===== src/rtl/usb_enc_pkg.sv =====
// Shared types and CRC constants for the USB packet encoder.
package usb_enc_pkg;

    typedef enum logic {
        CRC5  = 1'b0,
        CRC16 = 1'b1
    } crc_mode_t;

    typedef enum logic [1:0] {
        IDLE = 2'd0,
        PID  = 2'd1,
        BODY = 2'd2,
        CRC  = 2'd3
    } state_t;

    localparam int unsigned PID_W   = 8;
    localparam int unsigned CRC5_W  = 5;
    localparam int unsigned CRC16_W = 16;

    localparam logic [CRC5_W-1:0]  CRC5_POLY  = 5'h05;
    localparam logic [CRC5_W-1:0]  CRC5_INIT  = 5'h1F;
    localparam logic [CRC16_W-1:0] CRC16_POLY = 16'h8005;
    localparam logic [CRC16_W-1:0] CRC16_INIT = 16'hFFFF;

endpackage


===== src/rtl/usb_crc_lfsr.sv =====
// Serial-input CRC LFSR: MSB feedback, reloaded with INIT on load.
module usb_crc_lfsr #(
    parameter int unsigned            WIDTH = 5,
    parameter logic [WIDTH-1:0]       POLY  = '0,
    parameter logic [WIDTH-1:0]       INIT  = '1
) (
    input  logic             clk,
    input  logic             rst_b,
    input  logic             load,
    input  logic             en,
    input  logic             din,
    output logic [WIDTH-1:0] crc
);

    logic fb;

    assign fb = din ^ crc[WIDTH-1];

    always_ff @(posedge clk or negedge rst_b) begin
        if (!rst_b) begin
            crc <= INIT;
        end else if (load) begin
            crc <= INIT;
        end else if (en) begin
            crc <= {crc[WIDTH-2:0], 1'b0} ^ (fb ? POLY : '0);
        end
    end

endmodule


===== src/rtl/usb_crc_serializer.sv =====
// USB packet serializer: PID, CRC-covered field, then CRC5/CRC16, LSB-first with per-bit backpressure.
module usb_crc_serializer
    import usb_enc_pkg::*;
#(
    parameter int unsigned DATA_W = 64,
    parameter int unsigned LEN_W  = $clog2(DATA_W + 1)
) (
    input  logic              clk,
    input  logic              rst_b,
    input  logic              pkt_valid,
    output logic              pkt_ready,
    input  logic [7:0]        pid,
    input  logic [DATA_W-1:0] pkt_data,
    input  logic [LEN_W-1:0]  pkt_len,
    input  logic              crc_mode,
    output logic              bit_out,
    output logic              bit_valid,
    input  logic              bit_ready,
    output logic              bit_last
);

    localparam int unsigned CNT_W = $clog2(DATA_W + 16);

    state_t            state;
    crc_mode_t         mode_q;
    logic [CNT_W-1:0]  cnt;
    logic [CNT_W-1:0]  crc_top;
    logic [CNT_W-1:0]  len_cnt;
    logic [PID_W-1:0]  pid_sh;
    logic [DATA_W-1:0] data_sh;
    logic [LEN_W-1:0]  len_q;
    logic [LEN_W-1:0]  len_clamp;
    logic [CRC5_W-1:0] crc5;
    logic [15:0]       crc16;
    logic [15:0]       crc_sel;
    logic [3:0]        crc_idx;
    logic              accept;
    logic              consume;
    logic              body_en;

    assign accept    = (state == IDLE) && pkt_valid;
    assign consume   = bit_valid && bit_ready;
    assign body_en   = (state == BODY) && consume;
    assign len_clamp = (pkt_len > LEN_W'(DATA_W)) ? LEN_W'(DATA_W) : pkt_len;
    assign len_cnt   = CNT_W'(len_q);

    assign crc_top = (mode_q == CRC16) ? CNT_W'(CRC16_W - 1) : CNT_W'(CRC5_W - 1);
    assign crc_sel = (mode_q == CRC16) ? crc16 : 16'(crc5);
    assign crc_idx = 4'(crc_top - cnt);

    assign pkt_ready = (state == IDLE);
    assign bit_valid = (state != IDLE);
    assign bit_last  = (state == CRC) && (cnt == crc_top);

    // PID and field are shifted out of bit 0; the CRC is frozen and indexed MSB-first.
    always_comb begin
        bit_out = 1'b0;
        case (state)
            PID:     bit_out = pid_sh[0];
            BODY:    bit_out = data_sh[0];
            CRC:     bit_out = ~crc_sel[crc_idx];
            default: bit_out = 1'b0;
        endcase
    end

    always_ff @(posedge clk or negedge rst_b) begin
        if (!rst_b) begin
            state   <= IDLE;
            cnt     <= '0;
            pid_sh  <= '0;
            data_sh <= '0;
            len_q   <= '0;
            mode_q  <= CRC5;
        end else begin
            case (state)
                IDLE: begin
                    if (pkt_valid) begin
                        state   <= PID;
                        cnt     <= '0;
                        pid_sh  <= pid;
                        data_sh <= pkt_data;
                        len_q   <= len_clamp;
                        mode_q  <= crc_mode_t'(crc_mode);
                    end
                end
                PID: begin
                    if (bit_ready) begin
                        pid_sh <= pid_sh >> 1;
                        if (cnt == CNT_W'(PID_W - 1)) begin
                            cnt   <= '0;
                            state <= (len_q == '0) ? CRC : BODY;
                        end else begin
                            cnt <= cnt + CNT_W'(1);
                        end
                    end
                end
                BODY: begin
                    if (bit_ready) begin
                        data_sh <= data_sh >> 1;
                        if (cnt == len_cnt - CNT_W'(1)) begin
                            cnt   <= '0;
                            state <= CRC;
                        end else begin
                            cnt <= cnt + CNT_W'(1);
                        end
                    end
                end
                CRC: begin
                    if (bit_ready) begin
                        if (cnt == crc_top) begin
                            cnt   <= '0;
                            state <= IDLE;
                        end else begin
                            cnt <= cnt + CNT_W'(1);
                        end
                    end
                end
                default: begin
                    state <= IDLE;
                    cnt   <= '0;
                end
            endcase
        end
    end

    usb_crc_lfsr #(
        .WIDTH (CRC5_W),
        .POLY  (CRC5_POLY),
        .INIT  (CRC5_INIT)
    ) u_crc5 (
        .clk   (clk),
        .rst_b (rst_b),
        .load  (accept),
        .en    (body_en),
        .din   (data_sh[0]),
        .crc   (crc5)
    );

    usb_crc_lfsr #(
        .WIDTH (CRC16_W),
        .POLY  (CRC16_POLY),
        .INIT  (CRC16_INIT)
    ) u_crc16 (
        .clk   (clk),
        .rst_b (rst_b),
        .load  (accept),
        .en    (body_en),
        .din   (data_sh[0]),
        .crc   (crc16)
    );

endmodule


===== config.mk =====
export PLATFORM = sky130hd
export DESIGN_NAME = usb_crc_serializer
export DESIGN_NICKNAME = d
export VERILOG_FILES = /design/src/rtl/usb_enc_pkg.sv /design/src/rtl/usb_crc_lfsr.sv /design/src/rtl/usb_crc_serializer.sv
export SDC_FILE = /design/constraint.sdc
export NUM_CORES = 1
export LEC_CHECK = 0
export CAP_MARGIN = 30
export CORE_ASPECT_RATIO = 0.5
export CORE_MARGIN = 2
export CORE_UTILIZATION = 53
export CTS_CLUSTER_SIZE = 8
export DETAILED_ROUTE_END_ITERATION = 12
export PLACE_DENSITY = 0.8
export SYNTH_ARGS = -nofsm -noshare
export SYNTH_HDL_FRONTEND = slang
export SYNTH_HIERARCHICAL = 1
export SYNTH_SLANG_ARGS = --single-unit

===== constraint.sdc =====
create_clock -name clk -period 5.1 [get_ports clk]
set_input_delay 1.02 -clock clk [delete_from_list [all_inputs] [get_ports clk]]
set_output_delay 1.02 -clock clk [all_outputs]
set_load 0.01 [all_outputs]

After elaboration in Yosys (flattened, before gate mapping)
Cells that the tools add are included.
{"block": "word_totals", "register_bits": 110, "in_bits": 84, "output_inout_bits": 4, "word_cells": 81}
{"block": "classes", "add_sub_neg": 3, "order_cmp": 2, "eq_ne": 13, "muxes": 35, "bitwise": 5, "reduce_logical": 15}
{"op": "64-bit 2-to-1 mux", "n": 2}
{"op": "64-bit one-hot mux with 2 select lines", "n": 1}
{"op": "16-bit 2-to-1 mux", "n": 4}
{"op": "7-bit 2-to-1 mux", "n": 8}
{"op": "7-bit one-hot mux with 4 select lines", "n": 1}
{"op": "8-bit 2-to-1 mux", "n": 2}
{"op": "8-bit one-hot mux with 2 select lines", "n": 1}
{"op": "16-bit XOR", "n": 1}
{"op": "2-bit 2-to-1 mux", "n": 7}
{"op": "5-bit 2-to-1 mux", "n": 2}
{"op": "2-bit != test (second input constant)", "n": 5}
{"op": "2-bit one-hot mux with 4 select lines", "n": 1}
{"op": "2-bit nonzero test", "n": 4}
{"op": "7-bit by 1-bit adder with 7-bit output (second input constant)", "n": 1}
{"op": "7-bit by 3-bit equality test with 1-bit output (second input constant)", "n": 1}
{"op": "7-bit by 4-bit equality test with 1-bit output", "n": 1}
{"op": "7-bit equality test", "n": 1}
{"op": "7-bit greater-than comparator (second input constant)", "n": 1}
{"op": "7-bit zero test", "n": 1}
{"op": "7-bit AND reduction", "n": 1}
{"op": "7-bit by 1-bit subtractor with 7-bit output (second input constant)", "n": 1}
{"op": "3-bit AND reduction", "n": 2}
{"op": "4-bit by 5-bit < comparator with 1-bit output (second input constant)", "n": 1}
{"op": "5-bit XOR", "n": 1}
{"op": "15 further kinds", "n": 22}

Logic depth before layout (Yosys ltp)
Gate-level depths: netlist of the first run.
{"block": "depth", "word_depth": 6, "ltp_mapped": 11, "mapped_depth_nobuf": 10}

Hierarchy
The synthesis of the first run kept the hierarchy.
{"mod": "usb_crc_serializer", "n_inst": 1, "cells_each": 479, "area_per_inst_um2": 4747.1, "seq_area_each_um2": 2227.1}
{"mod": "usb_crc_lfsr at u_crc16", "n_inst": 1, "cells_each": 56, "area_per_inst_um2": 726.9, "seq_area_each_um2": 420.4}
{"mod": "usb_crc_lfsr at u_crc5", "n_inst": 1, "cells_each": 18, "area_per_inst_um2": 246.5, "seq_area_each_um2": 131.4}

Worst setup path before layout of the first run
OpenSTA, ideal clock, no wires.
{"block": "synth_path", "path_type": "register to output", "startpoint": "register mode_q", "endpoint": "output bit_out", "arrival_ps": 2430, "t_required_ps": 4080, "path_slack_ps": 1650, "stages_incl_launch_ff": 11, "path_buffers": 2, "path_cell_list": "dfrtp_1 clkbuf_1 inv_1 ha_1 clkbuf_1 mux4_2 a21oi_1 mux2i_1 mux2i_1 a222oi_1 nor2_1"}
{"block": "synth_via", "elab_chain_len": 6, "elab_cells_between_ends": 7, "classes_between": "add/sub (1); mux (5); bitwise (1)"}
{"element": "from (decl)", "line": "usb_crc_serializer.sv:25", "text": "crc_mode_t mode_q;"}
{"element": "from (signal assigned)", "line": "usb_crc_serializer.sv:83", "text": "mode_q <= crc_mode_t'(crc_mode);"}
{"element": "4-bit 2-to-1 mux", "line": "usb_crc_serializer.sv:47", "text": "assign crc_top = (mode_q == CRC16) ? CNT_W'(CRC16_W - 1) : CNT_W'(CRC5_W - 1);"}
{"element": "4-bit subtractor", "line": "usb_crc_serializer.sv:49", "text": "assign crc_idx = 4'(crc_top - cnt);"}
{"element": "1-bit binary-select mux with 4-bit select (*)", "line": "usb_crc_serializer.sv:61", "text": "CRC: bit_out = ~crc_sel[crc_idx];"}
{"element": "1-bit 2-to-1 mux (not written as such) (*)", "line": "usb_crc_serializer.sv:61"}
{"element": "1-bit inverter (*)", "line": "usb_crc_serializer.sv:61"}
{"element": "1-bit one-hot mux with 3 select lines (*)", "line": "usb_crc_serializer.sv:58", "text": "case (state)"}
{"element": "to (decl)", "line": "usb_crc_serializer.sv:16", "text": "output logic bit_out,"}
Every way passes the cells marked *; elsewhere a longest branch is shown, timed or not. The select of a mux whose other input is x is not followed.

Final worst setup path of the first run
Ends and elaborated chain as after synthesis.

==> results of run 1 <==
## placed cells by master, fill, tap and decap left out, types with 2 or more instances in the layout
cell	synthesis	routed
nand3b_1	4	4
ha_1	8	7
dfrtp_1	89	89
inv_1	9	9
mux2i_1	76	76
a211o_2	3	3
a211oi_1	3	3
o211ai_1	4	4
clkinv_4	0	2
clkinvlp_4	0	2
o21ai_0	13	13
or2_2	2	2
o311ai_1	2	2
xor2_1	9	9
or3_1	2	2
nand3_1	4	4
a211o_1	16	16
inv_2	3	3
nor2_1	82	81
dfstp_2	21	21
clkdlybuf4s50_1	0	86
xnor2_1	6	6
a21oi_1	76	76
nor3_1	5	5
and2_1	3	3
nor2b_1	13	13
nand2_1	21	21
buf_16	0	2
clkbuf_16	0	9
and2b_2	5	5
o22ai_1	3	3
mux4_2	5	5
buf_4	1	5
o31ai_1	2	2
a2111oi_0	2	2
nand2b_1	6	6
nor4_1	2	2
o21ai_1	3	3
## sequential cells by signal (all words and copies together) (netlist names)
name	cells
state	2
u_crc16/crc	16
u_crc5/crc	5
data_sh	64
mode_q	1
pid_sh	8
cnt	7
len_cnt	7
## routing by layer
| metal | up-vias | GRT usage |
|---|---|---|
| li1 | 2105 | - |
| met1 | 2027 | 0.2837 |
| met2 | 81 | 0.3536 |
| met3 | 10 | 0.05118 |
| met4 | 0 | 0.04112 |
| met5 | - | 0 |
## worst paths after layout
check / endpoint / depth (start not counted) / from
max: bit_out / 11 / mode_q
min: pid_sh[7] / 2 / pid_sh[7]
max reg2reg: data_sh[32] / 9 / state[0]
min reg2reg: pid_sh[7] / 2 / pid_sh[7]
max in group asynchronous: cnt[4] / 3 / rst_b
min in group asynchronous: data_sh[18] / 1 / rst_b
## through the flow
step | power [mW] | util | setup slack [ps] | cell area (sq um) | hold WS [ps]
after global routing | 4.854 | 0.6795 | 330.3 | 7029 | 554.1
after global placement | 3.685 | 0.6449 | 1031 | 6671 | 491.2
after detailed placement | 3.819 | 0.6522 | 971.5 | 6746 | 504.5
after floorplan | 3.291 | - | 1650 | 5720 | 466.2
after CTS | 4.511 | 0.6795 | 536.4 | 7029 | 521.1
final | 4.486 | 0.6795 | 564.7 | 7029 | 522.7
## final cells by class
| cell class | instances | area share |
|---|---|---|
| flip-flops and latches | 110 | 0.3953 |
| well taps | 140 | 0.02492 |
| clock buffers | 9 | 0.03204 |
| inverters | 12 | 0.006408 |
| multi-input cells | 399 | 0.3946 |
| repair buffers | 94 | 0.1385 |
| clock inverters | 7 | 0.008188 |
## worst max-delay path, stage by stage, from the launching register on
cell and delay (ps):
dfrtp_1 580, inv_1 140, ha_1 220, inv_1 90, fa_1 540, mux4_2 340, a21oi_1 150, mux2i_1 90
mux2i_1 190, a222oi_1 110, nor2_1 160, clkdlybuf4s50_1 560
## kinds of logic (layout without fill, tap and decap cells)
| family | Yosys count | after routing | synth area share |
|---|---|---|---|
| compound gates | 132 | 132 | 0.1395 |
| xor+xnor | 17 | 17 | 0.02997 |
| fa+ha+maj | 9 | 9 | 0.02100 |
| buf+inv | 44 | 122 | 0.03281 |
| flops | 110 | 110 | 0.4858 |
| mux | 83 | 83 | 0.1566 |
| simple gates | 158 | 158 | 0.1343 |
## power groups by stage
stage / logic, mW / clock network [mW] / registers [mW]
after CTS: 2.18 / 0.687 / 1.65
final: 2.16 / 0.675 / 1.65
after global placement: 2.04 / 0 / 1.64
after global routing: 2.42 / 0.729 / 1.70
after floorplan: 1.75 / 0 / 1.54
after detailed placement: 2.16 / 0 / 1.66
==> results.md, run 1 <==
* Status: complete, no violations
* Power Internal at 2.707 mW
* Post-DP HPWL at 8090 um
* Cell taking the most area after synthesis: dfrtp_1
* Post-route insts no fill at 771
* First-pass detailed-route iteration total at 4
* Routed len/inst at 15.15 um
* Clock buffer depth at 2
* Total track usage at 0.2114
* Switch share at 0.3966
* Vias after detailed routing at 4223
* # DRC at 0
* Most instantiated cells after synthesis: dfrtp_1 (89), nor2_1 (82), a21oi_1 (76), mux2i_1 (76), clkbuf_1 (23)
* Port buffer count at 87
* Area delta synth->final at 22.88%
* CTS tree: built
* Syn Std Cell Area at 0.005720 sq mm
* Maximum Capacitance Violations at 0
* Hold-fix buffers, CTS at 0
* GP Congestion at 0.8051
* Final Setup Violations at 0
* Synth async-reset ratio at 1.000
* Starting density of the core at 0.5530
* Slew margin rel. at 0.3896
* Boundary pin count at 88
* Post-synth top flop: dfrtp_1
* Antenna violations before repair at 0
* Max Clk Rate at 220.5 MHz
* Post-layout min period at 4535 ps
* Yosys warnings at 6
* Area contributors post-synth: dfrtp_1 (39%), mux2i_1 (13%), dfstp_2 (9.6%), a21oi_1 (6.6%), nor2_1 (5.4%)
* Syn Nets at 646
* Arr. time, crit path at 3520 ps
* Layout cells sized above 1 at 0.1109
* WL met1 at 5464 um
* Top routing layer used: met4
* Largest net degree at the start of global routing at 71
* Flip-flop and latch count after synthesis at 110
* Tightest Pin Transition at 912.2 ps
* Die area at 0.01169 sq mm
* Synth top area share at 0.3893
* Initial DRC Count at 264
* Fillers at 836
* Vias in the first global route at 4202
* Routed Antenna Nets at 0
* Row Count at 26
* Multi-input logic area at 0.002774 sq mm
* WL met3 at 487 um
* Antenna diodes at 0
* Fin crit share at 0.8893
* Root buffer cell: clkbuf_16
* RSZ-0062 raised after global routing: no
* Startpoint types: flop
* Placed cell count at 755
* VDD IR max at 0.3351 mV
* Total gr overflow at 0
* CP Class: reg -> out
* Skew final at 7.352 ps
* Clock tree sinks at 110
* Met2 WL at 5645 um
* Routed vias/inst at 5.477
* Sequential cell area at 0.002779 sq mm
* Pins Over Slew Limit at 0
* WL final at 11680 um
* Core ar. at 0.01034 sq mm
* Clk_lat worst skew at 350 ps
* Seq/Total Area, Yosys at 0.4858
* Logic pwr share at 0.483
* Yosys cell types at 56
* Num CTS Buffers at 9
* Power per cell area at 638.2 mW/mm^2
* Die Y at 77.46 um
* Clk slew on worst S/H paths at 70 ps
* First-pass GRT wire length at 19820 um
* Worst min-delay path class: reg -> reg
* Die span in x at 150.9 um
* Most numerous cell in the Yosys netlist: dfrtp_1
* Fin nets at 719
* R2r setup slk at 2410 ps
* Leakage at 2.814 nW
* Avg Inst Size Synth at 10.34 sq um
* Sequential share of power at 0.367
* Power share of the clock group at 0.150
* Post-synthesis cell count at 553
* Post-cts resize count at 0
* Worst setup EP type: output port
* Setup Fix Bufs, Post-CTS at 0
* Crit-path max FO at 8
* Final hold violation count at 0
* Final setup TNS at 0 ps
* Post-synth EDFFs at 0
* H-tree level count at 3
* Total net switching power at 1.779 mW
* WP data required at 4080 ps
Power figures use the tool's default switching activity.
==> run 2, diff against run 1 <==
--- a/config.mk
+++ b/config.mk
@@ -7,7 +7,6 @@
 export LEC_CHECK = 0
 export CAP_MARGIN = 30
 export CORE_ASPECT_RATIO = 0.5
-export CORE_MARGIN = 2
 export CORE_UTILIZATION = 53
 export CTS_CLUSTER_SIZE = 8
 export DETAILED_ROUTE_END_ITERATION = 12
==> results.md, run 2 (synthesis gave the netlist of run 1 again) <==
* First-pass detailed-route iteration total at 4 (unchanged)
* Starting density of the core at 0.5530 (unchanged)
* Clk_lat worst skew at 350 ps (about the same)
* Multi-input logic area at 0.002774 sq mm (unchanged)
* Commonest non-fill, non-tap cell in the layout: dfrtp_1 (unchanged)
* Worst min-delay path class: reg -> reg (unchanged)
* Delay-heaviest family, CP: adder cells (was buffers and inverters)
* Row Count at 26 (unchanged)
* Most common cell type on the critical path: mux2i_1
* Fillers at 804 (was 836)
* Die span in x at 148.9 um (was 150.9 um)
* Pins Over Slew Limit at 0 (unchanged)
* Worst Hold Depth at 2 (unchanged)
* Post-route insts no fill at 771 (unchanged)
* Core ar. at 0.01034 sq mm (unchanged)
* Post-DP HPWL at 7987 um (was 8090 um)
* Power Internal at 2.827 mW (was 2.707 mW)
* Leakage at 2.849 nW (was 2.814 nW)
* Commonest cells after routing, fill and taps aside: dfrtp_1 (89), clkdlybuf4s50_1 (86), nor2_1 (81), mux2i_1 (76), a21oi_1 (76) (unchanged)
* Final hold violation count at 0 (unchanged)
* Worst path max stage delay at 640 ps (was 580 ps)
* Max reg flops at 64 (unchanged)
* Reg with most FFs: data_sh (unchanged)
* Initial DRC Count at 226 (was 264)
* Skew final at 7.361 ps (was 7.352 ps)
* Clock tree sinks at 110 (unchanged)
* Switch share at 0.3863 (was 0.3966)
* Placed cell count at 755 (unchanged)
* H-tree level count at 3 (unchanged)
* Hold EP: pid_sh[7] (unchanged)
* Clock buffer depth at 2 (unchanged)
* CP Class: reg -> out (unchanged)
* Max Clk Rate at 224.1 MHz (was 220.5 MHz)
* Area delta synth->final at 23.95% (was 22.88%)
* Top Registers: data_sh x64, u_crc16/crc x16, pid_sh x8 (unchanged)
* Power share of the clock group at 0.173 (was 0.150)
* Boundary pin count at 88 (unchanged)
* Sequential cell area at 0.002779 sq mm (unchanged)
* Worst setup EP type: output port (unchanged)
* VDD IR max at 0.3607 mV (was 0.3351 mV)
* Total track usage at 0.2169 (was 0.2114)
* Largest net degree at the start of global routing at 110 (was 71)
* Hold-fix buffers, CTS at 0 (unchanged)
* R2R cell count at 8 (was 9)
* RR Endpoint: u_crc16/crc[15] (was data_sh[32])
* Final setup TNS at 0 ps (unchanged)
* Arr. time, crit path at 3440 ps (was 3520 ps)
* Root buffer cell: clkbuf_16 (unchanged)
* Num CTS Buffers at 9 (unchanged)
* Post-layout min period at 4462 ps (was 4535 ps)
* Crit-path cells: inv_1, ha_1, inv_1, fa_1, mux4_2, mux2i_1, mux2i_1, mux2i_1, a222oi_1, nor2_1, clkdlybuf4s50_1 (was inv_1, ha_1, inv_1, fa_1, mux4_2, a21oi_1, mux2i_1, mux2i_1, a222oi_1, nor2_1, clkdlybuf4s50_1)
* Total net switching power at 1.780 mW (was 1.779 mW)
* Logic pwr share at 0.471 (was 0.483)
* Power per cell area at 649.8 mW/mm^2 (was 638.2 mW/mm^2)
* WL final at 11660 um (was 11680 um)
* CTS tree: built (unchanged)
* Slowest cell on crit path: fa_1 (was dfrtp_1)
* Die area at 0.01124 sq mm (was 0.01169 sq mm)
* Routed len/inst at 15.13 um (was 15.15 um)
* Port buffer count at 87 (unchanged)
* RR Startpoint: state[0] (unchanged)
* Worst hold slack at 506.6 ps (was 522.7 ps)
* # DRC at 0 (unchanged)
* Total gr overflow at 0 (unchanged)
* Tightest Pin Transition at 914.0 ps (was 912.2 ps)
* Startpoint types: flop (unchanged)
* Die Y at 75.46 um (was 77.46 um)
* Fin crit share at 0.8748 (was 0.8893)
* Routed Antenna Nets at 0 (unchanged)
* Slew margin rel. at 0.3884 (was 0.3896)
* Crit-path max FO at 8 (unchanged)
* Layout cells sized above 1 at 0.1109 (unchanged)
* Fin nets at 719 (unchanged)
* Fin util at 0.6854 (was 0.6795)
* RSZ-0062 raised after global routing: no (unchanged)
* Setup Fix Bufs, Post-CTS at 0 (unchanged)
* Final Setup Violations at 0 (unchanged)
* Sequential share of power at 0.356 (was 0.367)
* Worst min-delay path startpoint: pid_sh[7] (unchanged)
* Routed vias/inst at 5.510 (was 5.477)
* R2r setup slk at 2410 ps (about the same)
* Antenna diodes at 0 (unchanged)
* Vias in the first global route at 4075 (was 4202)
* Post-cts resize count at 0 (unchanged)
* Antenna violations before repair at 0 (unchanged)
* Status: complete, no violations (unchanged)
* Clk slew on worst S/H paths at 70 ps (about the same)
* GP Congestion at 0.8435 (was 0.8051)
* Maximum Capacitance Violations at 0 (unchanged)
* First-pass GRT wire length at 19040 um (was 19820 um)
* Vias after detailed routing at 4248 (was 4223)
* Sum of buffers and inverters on the critical path at 3 (unchanged)
* WP data required at 4080 ps (about the same)
## run 2: cell type report
cell class,instances,area share
flip-flops and latches,110,0.3919
multi-input cells,399,0.3912
repair buffers,94,0.1383
clock buffers,10,0.03370
well taps,140,0.02470
clock inverters,6,0.01376
inverters,12,0.006353
## run 2: how the worst max path moves through the flow
stage	from	to	slack, ps	cells after the start
2_1_floorplan	mode_q	bit_out	1650	10
3_3_place_gp	mode_q	bit_out	1060	11
3_5_place_dp	mode_q	bit_out	970	11
4_1_cts	mode_q	bit_out	570	11
5_1_grt	mode_q	bit_out	390	11
6_report	mode_q	bit_out	640	11
## run 2: worst min-delay path: cells and delay by family (launching register included)
| kind | cells | cell delay [ps] |
|---|---|---|
| DFF | 1 | 340 |
| AOI/OAI and AO/OA | 1 | 80 |
| and+or+nand+nor | 1 | 60 |
## run 2: stage by stage
| step | power, mW | area, sq um | setup WS (ps) |
|---|---|---|---|
| finish | 4.607 | 7091 | 638.5 |
| detailed placement | 3.832 | 6754 | 968.0 |
| floorplan | 3.291 | 5720 | 1650 |
| global route | 4.957 | 7091 | 393.9 |
| CTS | 4.647 | 7091 | 569.2 |
| global placement | 3.687 | 6671 | 1057 |
## run 2: power groups by stage
stage	Combinational [mW]	Sequential, mW	Clock, mW
finish	2.17	1.64	0.796
global route	2.41	1.70	0.845
CTS	2.19	1.64	0.813
detailed placement	2.18	1.65	0
global placement	2.05	1.64	0
floorplan	1.75	1.54	0
## run 2: routing by layer
layer,part of all wire,track usage,vias up
li1,-,-,2110
met1,0.47,0.2733,2044
met2,0.48,0.3767,78
met3,0.039,0.05509,16
met4,0.011,0.06689,0
met5,0,0,-
==> run 3, diff against run 2 <==
--- a/config.mk
+++ b/config.mk
@@ -5,6 +5,7 @@
 export SDC_FILE = /design/constraint.sdc
 export NUM_CORES = 1
 export LEC_CHECK = 0
+export ABC_AREA = 1
 export CAP_MARGIN = 30
 export CORE_ASPECT_RATIO = 0.5
 export CORE_UTILIZATION = 53
==> constraint.sdc (replaced) <==
create_clock -name clk -period 4.3 [get_ports clk]
set_input_delay 0.86 -clock clk [delete_from_list [all_inputs] [get_ports clk]]
set_output_delay 0.86 -clock clk [all_outputs]
set_load 0.01 [all_outputs]
==> results.md, run 3 <==
* WP data required at 3440 ps (was 4080 ps)
* Worst setup EP type: output port (unchanged)
* Die Y at 75.60 um (was 75.46 um)
* Power per cell area at 720.9 mW/mm^2 (was 649.8 mW/mm^2)
* Clk slew on worst S/H paths at 70 ps (about the same)
* Fillers at 863 (was 804)
* Leakage at 3.157 nW (was 2.849 nW)
* First-pass GRT wire length at 20360 um (was 19040 um)
* Pins Over Slew Limit at 0 (unchanged)
* Status: complete, no violations (unchanged)
* Num CTS Buffers at 9 (unchanged)
* Final setup TNS at 0 ps (unchanged)
* Starting density of the core at 0.5533 (was 0.5530)
* Initial DRC Count at 284 (was 226)
* Worst min-delay path class: reg -> reg (unchanged)
* Top Registers: data_sh x64, u_crc16/crc x16, pid_sh x8 (unchanged)
* Fin crit share at 0.9445
* Post-layout min period at 4061 ps
* Yosys warnings at 6 (unchanged)
* Startpoint types: flop (unchanged)
* Routed vias/inst at 5.309 (was 5.510)
* Final Setup Violations at 0 (unchanged)
* Worst min-delay path startpoint: u_crc16/crc[11] (was pid_sh[7])
* Clock tree sinks at 110 (unchanged)
* Crit path launch: mode_q (unchanged)
* CTS tree: built (unchanged)
* GP Congestion at 0.8390 (was 0.8435)
* Die span in x at 149.2 um (was 148.9 um)
* Post-synth EDFFs at 0 (unchanged)
* Post-synthesis cell count at 727 (was 553)
* Post-synth top flop: dfrtp_1 (unchanged)
* Max Clk Rate at 246.2 MHz
* Tightest Pin Transition at 774.8 ps (was 914.0 ps)
* Crit-path max FO at 11 (was 8)
* Most instantiated cells after synthesis: nand2_1 (222), nor2_1 (104), dfrtp_1 (89) (was dfrtp_1 (89), nor2_1 (82), a21oi_1 (76), mux2i_1 (76), clkbuf_1 (23))
* Row Count at 26 (unchanged)
* Cell taking the most area after synthesis: dfrtp_1 (unchanged)
* Yosys cell types at 37 (was 56)
* Worst hold slack at 512.6 ps (was 506.6 ps)
* Vias after detailed routing at 4985 (was 4248)
* Largest net degree at the start of global routing at 129 (was 110)
* Post-DP HPWL at 8334 um (was 7987 um)
* VDD IR max at 0.4884 mV (was 0.3607 mV)
* Avg Inst Size Synth at 7.898 sq um (was 10.34 sq um)
* Commonest cells after routing, fill and taps aside: nand2_1 (222), nor2_1 (104), dfrtp_1 (89), clkdlybuf4s50_1 (86), a31oi_1 (70) (was dfrtp_1 (89), clkdlybuf4s50_1 (86), nor2_1 (81), mux2i_1 (76), a21oi_1 (76))
* Synth async-reset ratio at 1.000 (unchanged)
* Antenna diodes at 0 (unchanged)
* Max reg flops at 64 (unchanged)
* WL final at 12380 um (was 11660 um)
* Core ar. at 0.01038 sq mm (was 0.01034 sq mm)
* Final hold violation count at 0 (unchanged)
* Layout cells sized above 1 at 0.09136 (was 0.1109)
* Finished Cell Area at 0.006983 sq mm (was 0.007091 sq mm)
* Die area at 0.01128 sq mm (was 0.01124 sq mm)
* Clock buffer depth at 2 (unchanged)
* Routed Antenna Nets at 0 (unchanged)
* Vias in the first global route at 4415 (was 4075)
* Post-cts resize count at 0 (unchanged)
* Antenna violations before repair at 0 (unchanged)
* Fin nets at 888 (was 719)
* Boundary pin count at 88 (unchanged)
* # DRC at 0 (unchanged)
* RSZ-0062 raised after global routing: no (unchanged)
* CP Class: reg -> out (unchanged)
* Seq/Total Area, Yosys at 0.4840 (was 0.4858)
* Total track usage at 0.2300 (was 0.2169)
* Commonest non-fill, non-tap cell in the layout: nand2_1 (was dfrtp_1)
* Flip-flop and latch count after synthesis at 110 (unchanged)
* Hold-fix buffers, CTS at 0 (unchanged)
* Clk_lat worst skew at 350 ps (about the same)
* H-tree level count at 3 (unchanged)
* Slew margin rel. at 0.4829 (was 0.3884)
* Syn Nets at 820 (was 646)
* Maximum Capacitance Violations at 0 (unchanged)
* Area contributors post-synth: dfrtp_1 (39%), nand2_1 (15%), dfstp_2 (9.6%), a31oi_1 (7.6%), nor2_1 (6.8%) (was dfrtp_1 (39%), mux2i_1 (13%), dfstp_2 (9.6%), a21oi_1 (6.6%), nor2_1 (5.4%))
* Port buffer count at 87 (unchanged)
* First-pass detailed-route iteration total at 5 (was 4)
* Reg with most FFs: data_sh (unchanged)
* Syn Std Cell Area at 0.005742 sq mm (was 0.005720 sq mm)
* Placed Area at 0.006663 sq mm (was 0.006754 sq mm)
* Power, Total at 5.034 mW (was 4.607 mW)
* Total gr overflow at 0 (unchanged)
* Skew final at 8.742 ps (was 7.361 ps)
* Routed len/inst at 13.18 um (was 15.13 um)
* Most numerous cell in the Yosys netlist: nand2_1 (was dfrtp_1)
* RR Startpoint: state[0] (unchanged)
* Synth top area share at 0.3879 (was 0.3893)
* Root buffer cell: clkbuf_16 (unchanged)
* Arr. time, crit path at 3200 ps (was 3440 ps)
* Area delta synth->final at 21.62% (was 23.95%)
* Setup Fix Bufs, Post-CTS at 0 (unchanged)
[run 3: metrics by stage]
stage	cells	setup WS (ps)	utilization
floorplan	727	1320	-
global placement	924	680.9	0.6420
detailed placement	924	625.5	0.6420
CTS	939	246.0	0.6729
global route	939	12.65	0.6729
finish	939	238.7	0.6729
[run 3: cells by family after synthesis]
| kind of cell | after synthesis | synth area share |
|---|---|---|
| AND/OR/NAND/NOR | 377 | 0.2626 |
| buffers and inverters | 96 | 0.07366 |
| XOR/XNOR | 6 | 0.01046 |
| AO/OA/AOI/OAI | 129 | 0.1484 |
| flip-flops | 110 | 0.4840 |
| adder cells (fa/ha/maj) | 9 | 0.02092 |
[run 3: worst paths after layout]
check,endpoint,slack [ps],depth (start not counted)
setup / recovery,bit_out,240,13
hold / removal,u_crc16/crc[12],510,2
setup reg to reg,data_sh[58],1590,9
hold reg to reg,u_crc16/crc[12],510,2
max in group asynchronous,u_crc16/crc[12],2790,2
min in group asynchronous,data_sh[20],560,1
[run 3: area by class of cell]
cell class	instances	area [sq um]	share of cell area
Clock buffer	9	225.2	0.03225
Clock inverter	6	95.09	0.01362
Inverter	59	221.5	0.03171
Multi-Input combinational cell	521	2554	0.3657
Sequential cell	110	2779	0.3980
Tap cell	140	175.2	0.02509
Timing Repair Buffer	94	933.4	0.1337
[run 3: critical path: stages (launching register included)]
cell             delay (ps)
dfrtp_1                 610
inv_2                   140
ha_1                    220
inv_1                    80
fa_1                    450
inv_1                   170
o21ai_0                 110
o211ai_1                170
nand3_1                  80
nor2_1                  100
nor2_1                   40
a21oi_1                 140
nor2_1                   50
clkdlybuf4s50_1         480
[run 3: where the power goes]
| group | switching [mW] | internal (mW) | total, mW |
|---|---|---|---|
| clock | 0.385 | 0.514 | 0.899 |
| combinational | 1.49 | 0.861 | 2.35 |
| sequential | 0.281 | 1.50 | 1.79 |
[run 3: routing by layer]
metal | track usage | routed length, um | part of all wire
met1 | 0.3118 | 6023 | 0.49
met2 | 0.3912 | 5684 | 0.46
met3 | 0.04072 | 580 | 0.047
met4 | 0.05782 | 91 | 0.0074
met5 | 0 | 0 | 0
